<file path="config.mk">
export PLATFORM = sky130hd
export DESIGN_NAME = clock_lock_supervisor
export DESIGN_NICKNAME = d
export VERILOG_FILES = /design/src/rtl/clock_lock_supervisor.sv
export SDC_FILE = /design/constraint.sdc
export NUM_CORES = 1
export LEC_CHECK = 0
export BUFFER_PORTS_ARGS = -buffer_cell sky130_fd_sc_hd__buf_2
export CORE_UTILIZATION = 55
export CTS_CLUSTER_SIZE = 28
export DETAILED_ROUTE_END_ITERATION = 10
export HOLD_SLACK_MARGIN = 0.1
export PLACE_DENSITY = 0.75
export SLEW_MARGIN = 20
export SYNTH_ARGS = -nofsm -noshare
export SYNTH_HDL_FRONTEND = slang
export SYNTH_SLANG_ARGS = --single-unit
</file>
<file path="constraint.sdc">
create_clock -name i_clk -period 7.26 [get_ports i_clk]
set_clock_uncertainty 0.05 [all_clocks]
set_input_delay 1.089 -clock i_clk [delete_from_list [all_inputs] [get_ports i_clk]]
set_output_delay 1.089 -clock i_clk [all_outputs]
set_load 0.01 [all_outputs]
</file>
<file path="src/rtl/clock_lock_supervisor.sv">
// clock_lock_supervisor: sequences MMCM reset, waits for lock with timeout and
// retry, qualifies lock stability, and issues a clean ready for the pixel domain.
// Also keeps saturating debug counts of lock timeouts and run-time lock losses.
module clock_lock_supervisor #(
    parameter int unsigned RST_CYCLES    = 16,
    parameter int unsigned LOCK_TIMEOUT  = 100000,
    parameter int unsigned STABLE_CYCLES = 1024,
    parameter int unsigned MAX_RETRIES   = 3,
    parameter int unsigned CNT_W         = 8
) (
    input  logic             i_clk,
    input  logic             i_rst,
    input  logic             i_locked,
    output logic             o_mmcm_rst,
    output logic             o_ready,
    output logic             o_fault,
    output logic [CNT_W-1:0] o_retry_count,
    output logic [CNT_W-1:0] o_loss_count
);

    // Cycle counter must hold the largest "last cycle" index of any state.
    localparam int unsigned MAX_RT  = (RST_CYCLES > LOCK_TIMEOUT) ? RST_CYCLES : LOCK_TIMEOUT;
    localparam int unsigned CYC_MAX = (MAX_RT > STABLE_CYCLES) ? MAX_RT : STABLE_CYCLES;
    localparam int unsigned CYC_W   = $clog2(CYC_MAX + 1);
    localparam int unsigned ATT_W   = $clog2(MAX_RETRIES + 1);

    localparam logic [CYC_W-1:0] RST_LAST     = CYC_W'(RST_CYCLES - 1);
    localparam logic [CYC_W-1:0] TIMEOUT_LAST = CYC_W'(LOCK_TIMEOUT - 1);
    localparam logic [CYC_W-1:0] STABLE_LAST  = CYC_W'(STABLE_CYCLES - 1);
    localparam logic [ATT_W-1:0] ATT_LAST     = ATT_W'(MAX_RETRIES - 1);
    localparam logic [CNT_W-1:0] CNT_SAT      = '1;

    typedef enum logic [2:0] {
        S_RESET     = 3'd0,
        S_WAIT_LOCK = 3'd1,
        S_STABLE    = 3'd2,
        S_RUN       = 3'd3,
        S_FAULT     = 3'd4
    } state_t;

    state_t             state;
    state_t             next_state;
    logic               sync_meta;
    logic               lk;
    logic [CYC_W-1:0]   cyc;
    logic [ATT_W-1:0]   attempts;
    logic [ATT_W-1:0]   attempts_d;
    logic               timeout;
    logic               loss;
    logic               mmcm_rst_d;
    logic               ready_d;
    logic               fault_d;
    logic [CNT_W-1:0]   retry_count_d;
    logic [CNT_W-1:0]   loss_count_d;

    // Two-flop synchronizer for the asynchronous MMCM locked status.
    always_ff @(posedge i_clk or posedge i_rst) begin
        if (i_rst) begin
            sync_meta <= 1'b0;
            lk        <= 1'b0;
        end else begin
            sync_meta <= i_locked;
            lk        <= sync_meta;
        end
    end

    // State register.
    always_ff @(posedge i_clk or posedge i_rst) begin
        if (i_rst) begin
            state <= S_RESET;
        end else begin
            state <= next_state;
        end
    end

    // Shared cycle counter: cleared on every state entry, saturates otherwise.
    always_ff @(posedge i_clk or posedge i_rst) begin
        if (i_rst) begin
            cyc <= '0;
        end else if (next_state != state) begin
            cyc <= '0;
        end else if (cyc != '1) begin
            cyc <= cyc + CYC_W'(1);
        end
    end

    // Timeout only fires when lock is absent in the final waiting cycle.
    assign timeout = (state == S_WAIT_LOCK) && !lk && (cyc == TIMEOUT_LAST);
    assign loss    = (state == S_RUN) && !lk;

    // Next-state logic.
    always_comb begin
        next_state = state;
        case (state)
            S_RESET: begin
                if (cyc == RST_LAST) begin
                    next_state = S_WAIT_LOCK;
                end
            end
            S_WAIT_LOCK: begin
                if (lk) begin
                    next_state = S_STABLE;
                end else if (timeout) begin
                    next_state = (attempts == ATT_LAST) ? S_FAULT : S_RESET;
                end
            end
            S_STABLE: begin
                if (!lk) begin
                    next_state = S_WAIT_LOCK;
                end else if (cyc == STABLE_LAST) begin
                    next_state = S_RUN;
                end
            end
            S_RUN: begin
                if (!lk) begin
                    next_state = S_RESET;
                end
            end
            S_FAULT: begin
                next_state = S_FAULT;
            end
            default: begin
                next_state = S_RESET;
            end
        endcase
    end

    // Output and counter next values, decoded from the state being entered.
    always_comb begin
        mmcm_rst_d    = (next_state == S_RESET) || (next_state == S_FAULT);
        ready_d       = (next_state == S_RUN);
        fault_d       = (next_state == S_FAULT);
        retry_count_d = o_retry_count;
        loss_count_d  = o_loss_count;
        attempts_d    = attempts;
        if (timeout) begin
            attempts_d = attempts + ATT_W'(1);
            if (o_retry_count != CNT_SAT) begin
                retry_count_d = o_retry_count + CNT_W'(1);
            end
        end
        if ((state == S_STABLE) && (next_state == S_RUN)) begin
            attempts_d = '0;
        end
        if (loss && (o_loss_count != CNT_SAT)) begin
            loss_count_d = o_loss_count + CNT_W'(1);
        end
    end

    // Registered outputs and diagnostic counters.
    always_ff @(posedge i_clk or posedge i_rst) begin
        if (i_rst) begin
            o_mmcm_rst    <= 1'b1;
            o_ready       <= 1'b0;
            o_fault       <= 1'b0;
            o_retry_count <= '0;
            o_loss_count  <= '0;
            attempts      <= '0;
        end else begin
            o_mmcm_rst    <= mmcm_rst_d;
            o_ready       <= ready_d;
            o_fault       <= fault_d;
            o_retry_count <= retry_count_d;
            o_loss_count  <= loss_count_d;
            attempts      <= attempts_d;
        end
    end

endmodule

</file>
==> run_results.csv, run 1 <==
group,metric,value,unit
final_layout,fillCellCount,332,
pwr,p_leak,1.16,nW
timing,worst_slack,4.56,ns
clocking,cts_resized,0,
yosys,synthFlopType,"dfrtp_1",
clocking,cts_setup_buffers,0,
setup_path,cp-startpoint,"cyc[9]$_DFFE_PP0P_",
route,dr.first_iter.drc_count,79,
yosys,syn_inst,206,
clocking,tritoncts,"yes",
route,firstDrtPassIters,4,
global_routing,antenna_found_initial,0,
worst_hold_path,hp-start,"sync_meta$_DFF_PP0_",
global_routing,grt_first_pass_wirelength,6930,um
yosys,yosysSeqAreaShare,48.3,%
timing,fmax,370,MHz
floorplanning,ios,22,
placement,gp_congestion,0.862,
global_routing,grt_max_degree,44,
yosys,synth_commonest_cells,"dfrtp_1 (42), nand2_1 (16), xnor2_1 (15), xor2_1 (14)",
timing,setup_violations,0,
pwr,ir_worst_vdd,0.142,mV
final_layout,regArea,1080,um2
placement,dp_hpwl,2980,um
floorplanning,fp.dieW,65.7,um
final_layout,instances_no_fill,279,
clocking,root_buffer,"clkbuf_8",
yosys,netlist_area,2230,um2
route,vias,1581,
pwr,power_density,242,nW/um2
clocking,ctsLongestPathBuffers,2,
global_routing,grtUsageTotal,22.2,%
setup_path,endpoint_kind,"flop",
clocking,cts-htree-levels,2,
placement,io_buffers,21,
route,antenna_left,0,
yosys,yosysWarnings,0,
yosys,synth_most_common_cell,"dfrtp_1",
clocking,cts_made_buffers,5,
clocking,cts.sinks,43,
outcome,status,"complete, no violations",
clocking,path_clk_slew,0.08,ns
global_routing,grt_pass1_vias,1467,
yosys,async_flop_share,100,%
yosys,synth_fp_nets,214,
route,drc,0,
setup_path,r2r-start,"cyc[9]$_DFFE_PP0P_",
yosys,synth_edf_count,0,
timing,fin_setup_tns,0,ns
setup_path,critical_path.startpoint_type,"flop",
yosys,synthTopCellsByArea,"dfrtp_1 (47%), xnor2_1 (5.9%), xor2_1 (5.5%), a21oi_2 (3.1%), ha_1 (2.8%)",
final_layout,multiInputGateArea,1080,um2
setup_path,path_max_fanout,5,
setup_path,crit_required,7.43,ns
yosys,synth.distinct_cells,47,
floorplanning,std_cell_rows,22,
yosys,synth_top_cell_by_area,"dfrtp_1",
run,drv_cap,0,
route,routed_via_density,5.67,
floorplanning,die_height,65.7,um
placement,dp.cells,271,
final_layout,finalNetCount,238,
final_layout,diodes,0,
setup_path,crit_type,"flop to flop",
floorplanning,core-area,3770,um2
floorplanning,start_util,59.2,%
timing,rsz0062_at_grt,"no",
final_layout,drive_above_1_share,21.2,%
worst_hold_path,min_path_type,"flop to flop",
timing,worstMarginPinSlew,0.719,ns
timing,min_period,2.70,ns
placement,post-place-ws,4.61,ns
timing,slew_viol_final,0,
yosys,synth-seq-cells,43,
route,wire_per_inst,14.6,um
setup_path,worstPathArrival,2.88,ns
clocking,ctsHoldBuffers,0,
floorplanning,design.die.area,4320,um2
timing,max_slew_margin,51.9,%
timing,min_period_over_period,37.3,%
yosys,synth_top_cell_area_share,47.1,%
yosys,syn_avg_cell_area,10.8,um2
clocking,insertion_delay,0.30,ns
timing,hold_viol,0,
route,wirelength,4080,um
final_layout,areaGrowthSynthToFinish,9.59,%
final_layout,final_core_util,64.9,%
global_routing,overflow,0,
metal layers:
layer | global-route usage (%) | share of wire, % | vias to the layer above
met5 | 0 | 0 | -
met4 | 8.97 | 1.7 | 0
met3 | 6.77 | 3.6 | 8
met2 | 34.1 | 47 | 26
met1 | 29.0 | 48 | 764
li1 | - | - | 783
layout by cell type (no fill, tap or decap), drive strengths merged, types with 2 or more instances in the layout:
cell type,synthesis,layout
dfrtp,42,42
buf,3,22
nand2,16,16
a21oi,16,16
xnor2,15,15
xor2,14,14
nand4,11,11
nor2,10,10
nand3,9,9
inv,7,7
nor3,7,7
nor2b,6,6
clkbuf,2,6
o21ai,5,5
and3,5,5
ha,5,5
mux2i,4,4
and4,4,4
nand3b,2,2
a31oi,2,2
or3,2,2
nor3b,2,2
and3b,2,2
a21o,2,2
power by group:
group / internal [W] / switching (W) / total (W)
Sequential: 0.000263 / 0.0000300 / 0.000293
Combinational: 0.0000594 / 0.0000927 / 0.000152
Clock: 0.0000672 / 0.0000806 / 0.000148
Total: 0.000389 / 0.000203 / 0.000593
sequential cells by signal, summed over array words and instances (netlist names):
signal	cells
o_retry_count	8
o_mmcm_rst	1
cyc	17
o_loss_count	8
lk	1
o_fault	1
sync_meta	1
o_ready	1
attempts	2
state	3
stage by stage:
| step | area, um2 | power [W] | hold WS [ns] |
|---|---|---|---|
| finish | 2450 | 0.000593 | 0.307 |
| global route | 2450 | 0.000632 | 0.315 |
| CTS | 2450 | 0.000599 | 0.305 |
| detailed placement | 2360 | 0.000449 | 0.287 |
| global placement | 2360 | 0.000445 | 0.282 |
| floorplan | 2230 | 0.000428 | 0.281 |
worst paths after layout:
path / to / slack, ns / cells after the start
min in group asynchronous: state[1]$_DFF_PP0_ / 0.85 / 3
max in group asynchronous: o_mmcm_rst$_DFF_PP1_ / 5.95 / 3
hold reg to reg: lk$_DFF_PP0_ / 0.31 / 0
hold / removal: lk$_DFF_PP0_ / 0.31 / 0
setup reg to reg: cyc[13]$_DFFE_PP0P_ / 4.56 / 9
setup / recovery: cyc[13]$_DFFE_PP0P_ / 4.56 / 9
cells by family after synthesis:
logic type | count (synthesis) | synth area share [%]
and+or+nand+nor | 83 | 22.2
adders and majority gates | 5 | 2.80
muxes | 5 | 2.30
buffers and inverters | 12 | 3.14
xor gates and xnor gates | 29 | 11.4
DFF | 43 | 48.3
AOI/OAI and AO/OA | 29 | 9.92
final cells by class:
type | instances | share of cell area [%]
clock buffer | 6 | 2.97
clock inverter | 2 | 0.512
inverter | 7 | 1.07
multi-input combinational | 151 | 44.3
sequential | 43 | 44.0
tap | 48 | 2.46
timing repair buffer | 22 | 4.60
critical path, cell delays in order, from the launching register on:
cell and delay [ns]:
dfrtp_1 0.42, and3_1 0.26, and4_1 0.24, and4_1 0.20, ha_1 0.26, and3b_1 0.31, and3_1 0.29, nand2_1 0.10
or3_1 0.34, a21oi_1 0.15
(Power assumes the default switching activity.)
==> run 2: changes to the inputs <==
--- a/config.mk
+++ b/config.mk
@@ -5,6 +5,7 @@
 export SDC_FILE = /design/constraint.sdc
 export NUM_CORES = 1
 export LEC_CHECK = 0
+export ABC_AREA = 1
 export BUFFER_PORTS_ARGS = -buffer_cell sky130_fd_sc_hd__buf_2
 export CORE_UTILIZATION = 55
 export CTS_CLUSTER_SIZE = 28
==> constraint.sdc (replaced) <==
create_clock -name i_clk -period 2.7 [get_ports i_clk]
set_clock_uncertainty 0.05 [all_clocks]
set_input_delay 0.405 -clock i_clk [delete_from_list [all_inputs] [get_ports i_clk]]
set_output_delay 0.405 -clock i_clk [all_outputs]
set_load 0.01 [all_outputs]
==> run_results.csv, run 2 <==
group,metric,value,unit
yosys,synth.distinct_cells,28,
yosys,netlist_area,2400,um2
clocking,tritoncts,"yes",
floorplanning,start_util,58.8,%
global_routing,grt_first_pass_wirelength,7790,um
placement,dp_hpwl,3390,um
global_routing,grt_pass1_vias,1759,
yosys,syn_inst,298,
route,wirelength,4620,um
global_routing,grt_util_met3,5.00,%
clocking,cts_setup_buffers,0,
pwr,p_int,0.00101,W
timing,worstMarginPinSlew,0.936,ns
timing,hold_viol,0,
final_layout,regArea,1080,um2
final_layout,diodes,0,
pwr,power_density,615,nW/um2
floorplanning,ios,22,
timing,min_period,2.39,ns
pwr,power.share.clock,24.9,%
timing,hold_slack,0.137,ns
global_routing,grtUsageMet2,34.8,%
outcome,status,"complete, no violations",
timing,slew_viol_final,0,
clocking,cts_made_buffers,5,
pwr,p_switching,0.000621,W
timing,rsz0062_at_grt,"no",
setup_path,endpoint_kind,"flop",
yosys,synth_most_common_cell,"nand2_1",
global_routing,antenna_found_initial,0,
timing,fmax,418,MHz
final_layout,multiInputGateArea,1150,um2
clocking,cts-htree-levels,2,
setup_path,crit_type,"flop to flop",
yosys,synth_top_cell_by_area,"dfrtp_1",
route,antenna_left,0,
final_layout,areaGrowthSynthToFinish,10.5,%
worst_hold_path,min_path_type,"input pin to asynchronous set/reset pin",
yosys,synth_top_cell_area_share,43.7,%
final_layout,top_regs,"cyc x17, o_loss_count x8, o_retry_count x8",
clocking,insertion_delay,0.30,ns
yosys,yosysWarnings,0,
pwr,ir_worst_vdd,0.397,mV
final_layout,largest_register,"cyc",
floorplanning,fp.dieW,68.1,um
setup_path,crit_required,2.84,ns
final_layout,finalNetCount,333,
floorplanning,die_height,68.1,um
route,drc,0,
final_layout,largest_reg_flops,17,
yosys,synthTopCellsByArea,"dfrtp_1 (44%), nand2_1 (9.2%), xor2_1 (9.1%), inv_1 (6.4%), nor2_1 (6.2%)",
setup_path,cpPeakStageDelay,0.41,ns
clocking,path_clk_slew,0.09,ns
yosys,synth-seq-cells,43,
global_routing,grt_max_degree,28,
final_layout,final_core_util,65.0,%
global_routing,grt_use_met1,30.8,%
floorplanning,design.die.area,4640,um2
final_layout,drive_above_1_share,16.6,%
run,drv_cap,0,
pwr,p_leak,1.34,nW
setup_path,worstPathArrival,2.53,ns
placement,dp.cells,368,
floorplanning,std_cell_rows,23,
clocking,root_buffer,"clkbuf_8",
timing,fin_setup_tns,0,ns
yosys,synth_edf_count,0,
route,wire_per_inst,12.3,um
global_routing,grtUsageTotal,22.5,%
pwr,seq_power_share,46.8,%
placement,gp_congestion,0.934,
timing,setup_violations,0,
setup_path,critical_path.startpoint_type,"flop",
yosys,yosysSeqAreaShare,44.8,%
setup_path,crit_path_top_delay_cell,"dfrtp_1",
pwr,comb_power_share,28.3,%
timing,max_slew_margin,37.2,%
yosys,synthFlopType,"dfrtp_1",
setup_path,path_max_fanout,6,
yosys,async_flop_share,100,%
setup_path,cp_cell_sequence,"ha_1, nand3_2, nor3_4, nand4_1, nor3_1, ha_1, inv_1, and3_1, nand3_1, nor2_1, nand2_1, o22ai_1, nor2_4",
final_layout,final_common_cell,"nand2_1",
yosys,syn_avg_cell_area,8.07,um2
pwr,p_sw_share,38.0,%
yosys,synth_fp_nets,306,
global_routing,busiest_layer,"met2",
floorplanning,core-area,4090,um2
route,routed_via_density,5.19,
final_layout,instances_no_fill,376,
route,firstDrtPassIters,4,
placement,io_buffers,21,
route,vias,1952,
clocking,cts.sinks,43,
yosys,synth_commonest_cells,"nand2_1 (59), dfrtp_1 (42), inv_1 (41), nor2_1 (40), xor2_1 (25)",
route,dr.first_iter.drc_count,134,
final_layout,final_cell_mix,"nand2_1 (59), dfrtp_1 (42), inv_1 (40), nor2_1 (40), xor2_1 (25)",
clocking,cts_resized,0,
final_layout,fillCellCount,359,
clocking,ctsHoldBuffers,0,
global_routing,overflow,0,
clocking,ctsLongestPathBuffers,2,
timing,min_period_over_period,88.7,%
setup_path,cpMostUsedCell,"ha_1",
run 2: changes by cell type after synthesis, moves of 5 or more:
cell / change
xor2_1: +11
nor2_2: +9
nand2_1: +43
a21oi_1: -5
inv_1: +34
xnor2_1: -14
nor2b_1: -6
nor2_1: +30
a21oi_2: -8
nand3_1: +11
nor3_1: +7
run 2: cell type report:
| class | count | area share [%] |
|---|---|---|
| Timing Repair Buffer | 23 | 4.52 |
| Multi-Input combinational cell | 211 | 43.4 |
| Clock buffer | 5 | 2.59 |
| Sequential cell | 43 | 40.6 |
| Inverter | 41 | 5.79 |
| Clock inverter | 3 | 0.754 |
| Tap cell | 50 | 2.36 |
run 2: routing by layer:
layer / vias up / part of all wire (%)
met4: 0 / 1.5
met1: 904 / 48
li1: 991 / -
met5: - / 0
met3: 6 / 4.8
met2: 51 / 46
run 2: cell families after synthesis:
kind of cell,Yosys count,share of synthesized area (%)
xor+xnor,26,9.47
flops,43,44.8
simple gates,165,32.3
buf+inv,44,7.23
mux,1,0.468
fa+ha+maj,5,2.60
compound gates,14,3.17
run 2: power groups by stage:
stage                     clock network, W  logic [W]  registers, W
after floorplan                          0   0.000410      0.000771
after global placement                   0   0.000459      0.000772
after detailed placement                 0   0.000466      0.000777
after CTS                         0.000416   0.000469      0.000764
after global routing              0.000446   0.000519      0.000775
final                             0.000407   0.000463      0.000765
run 2: path summary, 6_finish.rpt:
kind,slack [ns],from,cells past startpoint,endpoint
worst max register to register,0.31,cyc[0]$_DFFE_PP0P_,13,cyc[12]$_DFFE_PP0P_
worst min-delay path,0.14,i_rst,2,state[1]$_DFF_PP0_
max in group asynchronous,1.79,i_rst,3,cyc[16]$_DFFE_PP0P_
worst max-delay path,0.31,cyc[0]$_DFFE_PP0P_,13,cyc[12]$_DFFE_PP0P_
worst min register to register,0.31,sync_meta$_DFF_PP0_,0,lk$_DFF_PP0_
min in group i_clk,0.16,i_locked,1,sync_meta$_DFF_PP0_
run 2: stage by stage:
stage               instance area [um2]  total power (W)  setup WS (ns)
global placement                   2570          0.00123          0.418
detailed placement                 2570          0.00124          0.330
floorplan                          2400          0.00118          0.344
CTS                                2660          0.00165          0.306
finish                             2660          0.00163          0.306
global route                       2660          0.00174         0.0515
run 2: worst max-delay path: cells and delay by family (launching register included):
kind	cells	cell delay (ns)
simple gates	9	1.02
fa+ha+maj	2	0.44
flops	1	0.41
compound gates	1	0.23
buf+inv	1	0.13
